<file path="config.mk">
export PLATFORM = sky130hd
export DESIGN_NAME = l2_arbiter_64
export DESIGN_NICKNAME = d
export VERILOG_FILES = /design/src/rtl/l2_arb_pkg.sv /design/src/rtl/rr_pick4.sv /design/src/rtl/l2_arbiter_64.sv
export SDC_FILE = /design/constraint.sdc
export NUM_CORES = 1
export LEC_CHECK = 0
export ABC_AREA = 1
export CAP_MARGIN = 20
export CELL_PAD_IN_SITES_DETAIL_PLACEMENT = 0
export CELL_PAD_IN_SITES_GLOBAL_PLACEMENT = 2
export CORE_AREA = 2 2 289 291
export CTS_BUF_LIST = sky130_fd_sc_hd__clkbuf_4 sky130_fd_sc_hd__clkbuf_8
export CTS_CLUSTER_SIZE = 40
export DETAILED_ROUTE_END_ITERATION = 7
export DIE_AREA = 0 0 291 293
export GPL_ROUTABILITY_DRIVEN = 1
export PLACE_DENSITY = 0.8
export SETUP_SLACK_MARGIN = 0.15
export SYNTH_ARGS = -nofsm -noshare
export SYNTH_HDL_FRONTEND = slang
export SYNTH_HIERARCHICAL = 1
export SYNTH_SLANG_ARGS = --single-unit
</file>
<file path="constraint.sdc">
create_clock -name clk -period 2.2 [get_ports clk]
set_clock_uncertainty 0.1 [all_clocks]
set_input_delay 0.55 -clock clk [delete_from_list [all_inputs] [get_ports clk]]
set_output_delay 0.55 -clock clk [all_outputs]
set_load 0.01 [all_outputs]
</file>
<file path="src/rtl/l2_arb_pkg.sv">
// l2_arb_pkg
// Shared definitions for the four-core L2 port arbiter:
//   state_t   - arbiter FSM states
//   MODE_*    - encodings driven on l2_mode
//   NCORE     - number of requesting cores
//   onehot()  - core index to one-hot grant vector
package l2_arb_pkg;

    localparam int NCORE = 4;

    localparam logic [1:0] MODE_RD   = 2'b00;
    localparam logic [1:0] MODE_WR   = 2'b11;
    localparam logic [1:0] MODE_IDLE = 2'b01;

    typedef enum logic [2:0] {
        IDLE  = 3'd0,
        ISSUE = 3'd1,
        WAIT  = 3'd2,
        COH   = 3'd3,
        RESP  = 3'd4
    } state_t;

    function automatic logic [NCORE-1:0] onehot(input logic [1:0] idx);
        logic [NCORE-1:0] v;
        v      = '0;
        v[idx] = 1'b1;
        return v;
    endfunction

endpackage

</file>
<file path="src/rtl/rr_pick4.sv">
// rr_pick4
// Round-robin pick among four requesters. The search starts at the core
// after the previous owner and wraps, so the previous owner is checked last.
// Ports:
//   req      in   4  request vector, bit i = core i
//   last_gnt in   2  index of the previous owner
//   winner   out  2  index of the selected core (last_gnt when none)
//   any      out  1  at least one request present
module rr_pick4
    import l2_arb_pkg::*;
(
    input  logic [3:0] req,
    input  logic [1:0] last_gnt,
    output logic [1:0] winner,
    output logic       any
);

    logic [1:0] cand;

    always_comb begin
        winner = last_gnt;
        any    = 1'b0;
        cand   = '0;
        // Offsets 1..4 visit last_gnt+1 first and last_gnt itself last.
        for (int i = 1; i <= NCORE; i++) begin
            cand = last_gnt + 2'(i);
            if (!any && req[cand]) begin
                winner = cand;
                any    = 1'b1;
            end
        end
    end

endmodule

</file>
<file path="src/rtl/l2_arbiter_64.sv">
// l2_arbiter_64
// Arbitrates four cores onto a single L2 command port, one transaction at a
// time. A write-through whose sharer vector names other L1s triggers a
// one-cycle coherency-update broadcast before completion.
//
// Handshake: l2_valid is held with a stable command (l2_mode, l2_st, l2_in,
// l2_proin) from ISSUE until the cycle l2_ready is sampled high; that cycle
// is the accept, and l2_out / l2_sprocinfo are taken from the same cycle.
// If no accept arrives within TIMEOUT WAIT cycles the command is abandoned
// and the owner is completed with err=1.
//
// Ports:
//   clk, rst           clock, synchronous active-high reset
//   req/req_wr         per-core request and access type (1 = write)
//   req_st/req_data    per-core 32-bit address / 64-bit write data
//   gnt                one-hot owner, ISSUE through RESP
//   done/err/rd_data   one-cycle completion to the owner
//   l2_valid/l2_mode/l2_st/l2_in/l2_proin   L2 command
//   l2_ready/l2_out/l2_sprocinfo            L2 accept, read data, sharers
//   coh_valid/coh_st/coh_data               coherency-update strobe
//
// The FSM state is held in state_q for observation by checkers.
module l2_arbiter_64
    import l2_arb_pkg::*;
#(
    parameter int TIMEOUT = 15
) (
    input  logic         clk,
    input  logic         rst,
    input  logic [3:0]   req,
    input  logic [3:0]   req_wr,
    input  logic [127:0] req_st,
    input  logic [255:0] req_data,
    output logic [3:0]   gnt,
    output logic [3:0]   done,
    output logic         err,
    output logic [63:0]  rd_data,
    output logic         l2_valid,
    output logic [1:0]   l2_mode,
    output logic [31:0]  l2_st,
    output logic [63:0]  l2_in,
    output logic [1:0]   l2_proin,
    input  logic         l2_ready,
    input  logic [63:0]  l2_out,
    input  logic [3:0]   l2_sprocinfo,
    output logic [3:0]   coh_valid,
    output logic [31:0]  coh_st,
    output logic [63:0]  coh_data
);

    localparam int TW = (TIMEOUT < 2) ? 1 : $clog2(TIMEOUT);

    state_t         state_q;
    state_t         state_d;

    logic [1:0]     last_gnt_q;
    logic [1:0]     owner_q;
    logic           wr_q;
    logic [31:0]    st_q;
    logic [63:0]    data_q;
    logic [3:0]     mask_q;
    logic [63:0]    resp_q;
    logic           err_q;
    logic [TW-1:0]  tcnt_q;

    logic [1:0]     pick_idx;
    logic           pick_any;
    logic [3:0]     owner_oh;
    logic [3:0]     coh_mask;
    logic           in_cmd;
    logic           tout;

    rr_pick4 u_pick (
        .req      (req),
        .last_gnt (last_gnt_q),
        .winner   (pick_idx),
        .any      (pick_any)
    );

    assign owner_oh = onehot(owner_q);
    // The owner never needs an update for its own write.
    assign coh_mask = l2_sprocinfo & ~owner_oh;
    assign in_cmd   = (state_q == ISSUE) || (state_q == WAIT);
    // Last WAIT cycle without an accept.
    assign tout     = (state_q == WAIT) && !l2_ready && (tcnt_q == TW'(TIMEOUT - 1));

    // State register.
    always_ff @(posedge clk) begin
        if (rst) begin
            state_q <= IDLE;
        end else begin
            state_q <= state_d;
        end
    end

    // Next state and outputs. Every output is gated by state, so IDLE (and
    // therefore reset) presents an all-zero interface with l2_mode idle.
    always_comb begin
        state_d   = state_q;
        gnt       = '0;
        done      = '0;
        err       = 1'b0;
        rd_data   = '0;
        l2_valid  = 1'b0;
        l2_mode   = MODE_IDLE;
        l2_st     = '0;
        l2_in     = '0;
        l2_proin  = '0;
        coh_valid = '0;
        coh_st    = '0;
        coh_data  = '0;

        case (state_q)
            IDLE: begin
                if (pick_any) begin
                    state_d = ISSUE;
                end
            end
            ISSUE, WAIT: begin
                gnt      = owner_oh;
                l2_valid = 1'b1;
                l2_mode  = wr_q ? MODE_WR : MODE_RD;
                l2_st    = st_q;
                l2_in    = data_q;
                l2_proin = owner_q;
                if (l2_ready) begin
                    state_d = (wr_q && (coh_mask != 4'b0000)) ? COH : RESP;
                end else if (state_q == ISSUE) begin
                    state_d = WAIT;
                end else if (tout) begin
                    state_d = RESP;
                end
            end
            COH: begin
                gnt       = owner_oh;
                coh_valid = mask_q;
                coh_st    = st_q;
                coh_data  = data_q;
                state_d   = RESP;
            end
            RESP: begin
                gnt     = owner_oh;
                done    = owner_oh;
                err     = err_q;
                rd_data = resp_q;
                state_d = IDLE;
            end
            default: begin
                state_d = IDLE;
            end
        endcase
    end

    // Transaction datapath: latched command, accept capture, timeout count.
    always_ff @(posedge clk) begin
        if (rst) begin
            last_gnt_q <= 2'd3;
            owner_q    <= '0;
            wr_q       <= 1'b0;
            st_q       <= '0;
            data_q     <= '0;
            mask_q     <= '0;
            resp_q     <= '0;
            err_q      <= 1'b0;
            tcnt_q     <= '0;
        end else begin
            case (state_q)
                IDLE: begin
                    if (pick_any) begin
                        owner_q <= pick_idx;
                        wr_q    <= req_wr[pick_idx];
                        st_q    <= req_st[32*pick_idx +: 32];
                        data_q  <= req_data[64*pick_idx +: 64];
                    end
                    mask_q <= '0;
                    resp_q <= '0;
                    err_q  <= 1'b0;
                    tcnt_q <= '0;
                end
                ISSUE, WAIT: begin
                    if (l2_ready) begin
                        // Writes return zero data; only reads keep l2_out.
                        resp_q <= wr_q ? 64'd0 : l2_out;
                        mask_q <= wr_q ? coh_mask : 4'b0000;
                    end else if (tout) begin
                        resp_q <= '1;
                        err_q  <= 1'b1;
                    end else if (state_q == WAIT) begin
                        tcnt_q <= tcnt_q + TW'(1);
                    end
                end
                RESP: begin
                    last_gnt_q <= owner_q;
                end
                default: begin
                end
            endcase
        end
    end

endmodule
</file>
Word-level counts from Yosys, hierarchy flattened
Index checks and enable logic that the tools add are counted.
- register bits: 177
- bits in latches: 0
- bits in writable memories: 0
- bits in read-only memories: 0
- input port bits: 463
- output and inout port bits: 274
- logic and storage cells: 113
- memories: 0
- add/subtract/negate cells: 4
- multiply operators: 0
- div/mod/pow operators: 0
- $lt $le $gt $ge: 7
- equal/unequal tests: 13
- shift operators: 2
- mux-type cells: 53
- bitwise logic cells: 2
- reductions and logical operators: 22
- operator list (cell ; number):
    2-to-1 mux 64 bit ; 6
    variable part select 256 x 9 -> 64 bit ; 1
    one-hot mux 64 bit (2 select lines) ; 1
    variable part select 128 x 8 -> 32 bit ; 1
    2-to-1 mux 32 bit ; 2
    2-to-1 mux 4 bit ; 8
    < comparator 2 x 3 -> 1 bit, second input constant ; 6
    one-hot mux 4 bit (2 select lines) ; 2
    2-to-1 mux 3 bit ; 5
    2-to-1 mux 1 bit ; 14
    2-to-1 mux 2 bit ; 7
    inequality test 2 bit, second input constant ; 6
    binary-select mux 1 bit (select 2 bit) ; 5
    one-hot mux 3 bit (3 select lines) ; 1
    AND reduction 2 bit ; 4
    logical AND 1 bit ; 7
    equality test 3 x 2 -> 1 bit, second input constant ; 2
    adder 2 bit, second input constant ; 2
    adder 4 x 1 -> 4 bit, second input constant ; 1
    AND 4 bit ; 1
    equality test 4 bit, second input constant ; 1
    logical NOT 1 bit ; 4
    inequality test 4 bit, second input constant ; 1
    inverter 4 bit ; 1
    other kinds (14) ; 14

Logic depth before layout (Yosys ltp)
- depth after elaboration: 15
- mapped depth: 18
- mapped depth without buffers: 14

By module
The synthesis kept the hierarchy.
- modules (own cells, without submodules) (module ; times used ; cells each ; area each (um^2) ; sequential area each (um^2)):
    l2_arbiter_64 ; 1 ; 1984 ; 11317.1 ; 3543.4
    rr_pick4 ; 1 ; 46 ; 231.5 ; 0.0

Least setup slack after synthesis
Ideal clock, no wire load.
- path type: input to register
- start point: input req[2]
- end point: register data_q[0]
- setup time: 0.125 ns
- arrival: 2.076 ns
- data required time: 1.975 ns
- path slack: -0.102 ns
- cell stages on the path: 13
- path buffers: 3
- path through: nand2_1 -> nand2_2 -> nand2_2 -> nand2_4 -> a21oi_2 -> nand3_1 -> nand2_1 -> clkbuf_1 -> clkbuf_1 -> clkbuf_1 -> nor2_1 -> o21ai_0 -> a31oi_1
- word-level cells in the longest chain between the ends: 13
- elaborated cells between the ends (all ways): 24
- those cells by class: 1 x shift; 16 x mux; 7 x reduce/logical
- ends and longest elaborated chain (element ; line ; text):
    start, declared ; l2_arbiter_64.sv:30 ; input logic [3:0] req,
    binary-select mux 1 bit (select 2 bit) ; rr_pick4.sv:27 ; if (!any && req[cand]) begin
    2-to-1 mux 1 bit (implied by the code) ; rr_pick4.sv:27 ;
    2-to-1 mux 1 bit ; rr_pick4.sv:27 ;
    logical NOT 1 bit ; rr_pick4.sv:27 ;
    logical AND 1 bit ; rr_pick4.sv:27 ;
    2-to-1 mux 1 bit ; rr_pick4.sv:27 ;
    logical NOT 1 bit ; rr_pick4.sv:27 ;
    logical AND 1 bit ; rr_pick4.sv:27 ;
    2-to-1 mux 1 bit ; rr_pick4.sv:27 ;
    logical NOT 1 bit ; rr_pick4.sv:27 ;
    logical AND 1 bit ; rr_pick4.sv:27 ;
    2-to-1 mux 2 bit * ; rr_pick4.sv:27 ;
    net pick_idx[1] ; l2_arbiter_64.sv:66 ; logic [1:0] pick_idx;
    variable part select 256 x 9 -> 64 bit * ; l2_arbiter_64.sv:173 ; data_q <= req_data[64*pick_idx +: 64];
    end signal, assigned ; l2_arbiter_64.sv:173 ;
    end, declared ; l2_arbiter_64.sv:60 ; logic [63:0] data_q;
The timed path passes the listed nets; every way through them passes the cells marked *. The select of a mux whose other input is x is not followed.
A chain may end at the register's enable or synchronous reset.

Worst setup path after layout
- start point: register state_q[1]
- end point: output coh_data[8]
- word-level cells in the longest chain between the ends: 2
- ends and longest elaborated chain (element ; line ; text):
    start, declared ; l2_arbiter_64.sv:53 ; state_t state_q;
    start signal, assigned ; l2_arbiter_64.sv:92 ; state_q <= state_d;
    equality test 3 x 2 -> 1 bit ; l2_arbiter_64.sv:113 ; case (state_q)
    2-to-1 mux 64 bit ; l2_arbiter_64.sv:113 ;
    end, declared ; l2_arbiter_64.sv:48 ; output logic [63:0] coh_data
Every way passes these cells.

==> flow_metrics.tcl <==
set metrics [dict create \
    outcome "finished, violations left" \
    violations "setup timing" \
    io_buffers 736 \
    start_kind "register" \
    core_mm2 0.0818 \
    leakage_nw 9.09 \
    layout-drive-gt1-share_pct 21.1 \
    track_usage_pct 17.6 \
    fin_crit_sh_pct 118 \
    cts_tree "done" \
    ir_worst_vdd_mv 0.742 \
    met2_length_um 40600 \
    min_from "resp_q[14]" \
    p_per_area_mw_per_mm2 1310 \
    hold_viol_final 0 \
    relSlewSlack_pct 68.6 \
    num_vias 16350 \
    grt_pass1_vias 16216 \
    crit_path_end_kind "output pin" \
    drv_cap 0 \
    grt_pass1_wl_um 110000 \
    highest-signal-layer "met5" \
    synthesis.area_mm2 0.0115 \
    antenna_left 0 \
    ys_seq_elements 177 \
    layout.cells.non_filler 3927 \
    worstMarginPinSlew_ns 0.471 \
    rows 105 \
    grt_max_degree 68 \
    worstSkewPairLatency_ns 0.57 \
    period_needed_ns 2.60 \
    maxSlewViolCount 0 \
    cts_max_path_buffers 2 \
    power_frac_comb_pct 73.5 \
    dieArea_mm2 0.0853 \
    crit_fanout 17 \
    synth_area_per_cell_um2 5.69 \
    wl_met3_um 4760 \
    p_sw_share_pct 51.3 \
    hold_path_class "register to register" \
    holdWs_ns 0.367 \
    p_int_w 0.0139 \
    cp.arrival_ns 1.95 \
    drc_errors 0 \
    r2r-start "state_q[2]" \
    hold_buffers 0 \
    first_pass_iters 5 \
    num-nets-final 3304 \
    io_pins 737 \
    synthCells 2030 \
    startpoint "state_q[1]" \
    setup_violations 437 \
    synthDistinctLibCells 29 \
    synthesis.nets 2495 \
    gp_congestion 0.876 \
    met1Wirelength_um 32300 \
    ctsRootBufferMaster "clkbuf_8" \
    clk_pin_slew_ns 0.11 \
    drtIter0Drc 868 \
    routedWlPerCell_um 20.0 \
    hpwl_um 61000 \
    p_seq_share_pct 18.0 \
    pwr-share-clk_pct 8.5 \
    ys_warn_count 6 \
    gr-total-overflow 0 \
    rsz0062_at_grt "true" \
    cts_made_buffers 17 \
    dieHeight_um 293 \
    setup_slack_ns -0.398 \
    cts_sinks 177 \
    max_freq_ghz 0.385 \
    dieWidth_um 291 \
    critPathRequiredTime_ns 1.55 \
    p_sw_w 0.0147 \
    areaGrowthSynthToFinish_pct 88.6 \
    ctsHtreeMaxLevel 4 \
    seq_area_frac_synth_pct 30.7 \
    worstSetupPathType "register to output pin" \
    start_util_pct 14.1 \
    dp_cells 3857 \
    viasPerCell 4.16 \
    wl_um 78700 \
    antenna_found_initial 20 \
]
==> cell type report <==
cell class / count / area (um^2)
fillers: 9397 / 60100
repair buffers: 955 / 8790
multi-input cells: 1500 / 6970
flip-flops and latches: 177 / 3550
well taps: 1070 / 1340
inverters: 188 / 736
clock buffers: 17 / 234
clock inverters: 15 / 141
diodes: 5 / 12.5
==> registers in the layout, indices dropped and copies added, names as in the netlist <==
register and cells:
last_gnt_q 2, tcnt_q 4, state_q 3, data_q 64, wr_q 1, resp_q 64
err_q 1, mask_q 4, st_q 32, owner_q 2
==> critical path: stages, from the launching register on <==
cell             delay, ns
dfxtp_4               0.43
buf_4                 0.14
nand3_4               0.10
buf_12                0.17
buf_12                0.18
nor2_1                0.09
clkdlybuf4s15_2       0.24
==> routing by layer <==
layer / track usage, % / vias to the layer above
met2: 32.1 / 574
met1: 20.6 / 7612
li1: - / 8094
met5: 0 / -
met4: 3.73 / 6
met3: 4.45 / 64
==> kinds of logic after synthesis <==
group	Yosys count	synth area share (%)
AND/OR/NAND/NOR	947	31.6
AO/OA/AOI/OAI	548	24.9
buffers and inverters	354	12.4
flip-flops	177	30.7
XOR/XNOR	2	0.152
adder cells (fa/ha/maj)	2	0.217
==> Yosys cell counts, drive strengths merged <==
cell | count | area share [%]
buf | 63 | 3.0
nor2 | 767 | 25
xor2 | 2 | 0.15
o22ai | 32 | 1.7
nor3 | 4 | 0.17
a21boi | 1 | 0.065
dfxtp | 177 | 31
o21ai | 318 | 14
nand3b | 2 | 0.13
nand3 | 17 | 0.74
a21oi | 129 | 5.6
inv | 188 | 6.1
clkbuf | 103 | 3.3
nand2 | 153 | 5.3
a31oi | 66 | 3.6
ha | 2 | 0.22
nand4 | 4 | 0.22
a211oi | 1 | 0.065
o21bai | 1 | 0.065
==> per-stage QoR <==
stage / area, um^2 / utilization [%] / setup TNS, ns / total power (W) / setup WS (ns)
after floorplan: 11700 / - / 0 / 0.0158 / 0.0908
after global placement: 21500 / 26.2 / -101.65 / 0.0255 / -1.03
after detailed placement: 21500 / 26.2 / -99.45 / 0.0255 / -1.01
after CTS: 21800 / 26.6 / -150.93 / 0.0285 / -0.481
after global routing: 21800 / 26.6 / -172.82 / 0.0313 / -0.503
final: 21800 / 26.6 / -110.81 / 0.0286 / -0.398
==> power groups by stage <==
stage | logic [W] | clock network, W | registers (W)
after CTS | 0.0208 | 0.00261 | 0.00513
after floorplan | 0.0109 | 0 | 0.00492
final | 0.0210 | 0.00244 | 0.00514
after detailed placement | 0.0204 | 0 | 0.00518
after global routing | 0.0233 | 0.00268 | 0.00528
after global placement | 0.0204 | 0 | 0.00517
==> cell usage in the layout, fill, tap and decap left out, types with 48 or more instances in the layout <==
cell type	instances
a31oi_1	66
nor2_1	697
nor2_2	55
buf_4	147
dfxtp_1	173
inv_1	176
o21ai_0	283
clkbuf_2	48
a21oi_1	128
buf_2	158
nand2_1	130
clkdlybuf4s50_1	461
==> worst paths after layout <==
kind / slack, ns / to / cells after the start
hold reg to reg: 0.37 / resp_q[14] / 2
setup / recovery: -0.40 / coh_data[8] / 6
setup reg to reg: -0.39 / resp_q[25] / 16
hold / removal: 0.37 / resp_q[14] / 2
==> repair_timing <==
action                     CTS  global route
cloned                       6             5
setup buffers               21             1
pin swaps                    4             4
gates resized for setup    759           337
setup endpoints to repair  394           438
No activity file was read; power rests on OpenSTA's default activity.
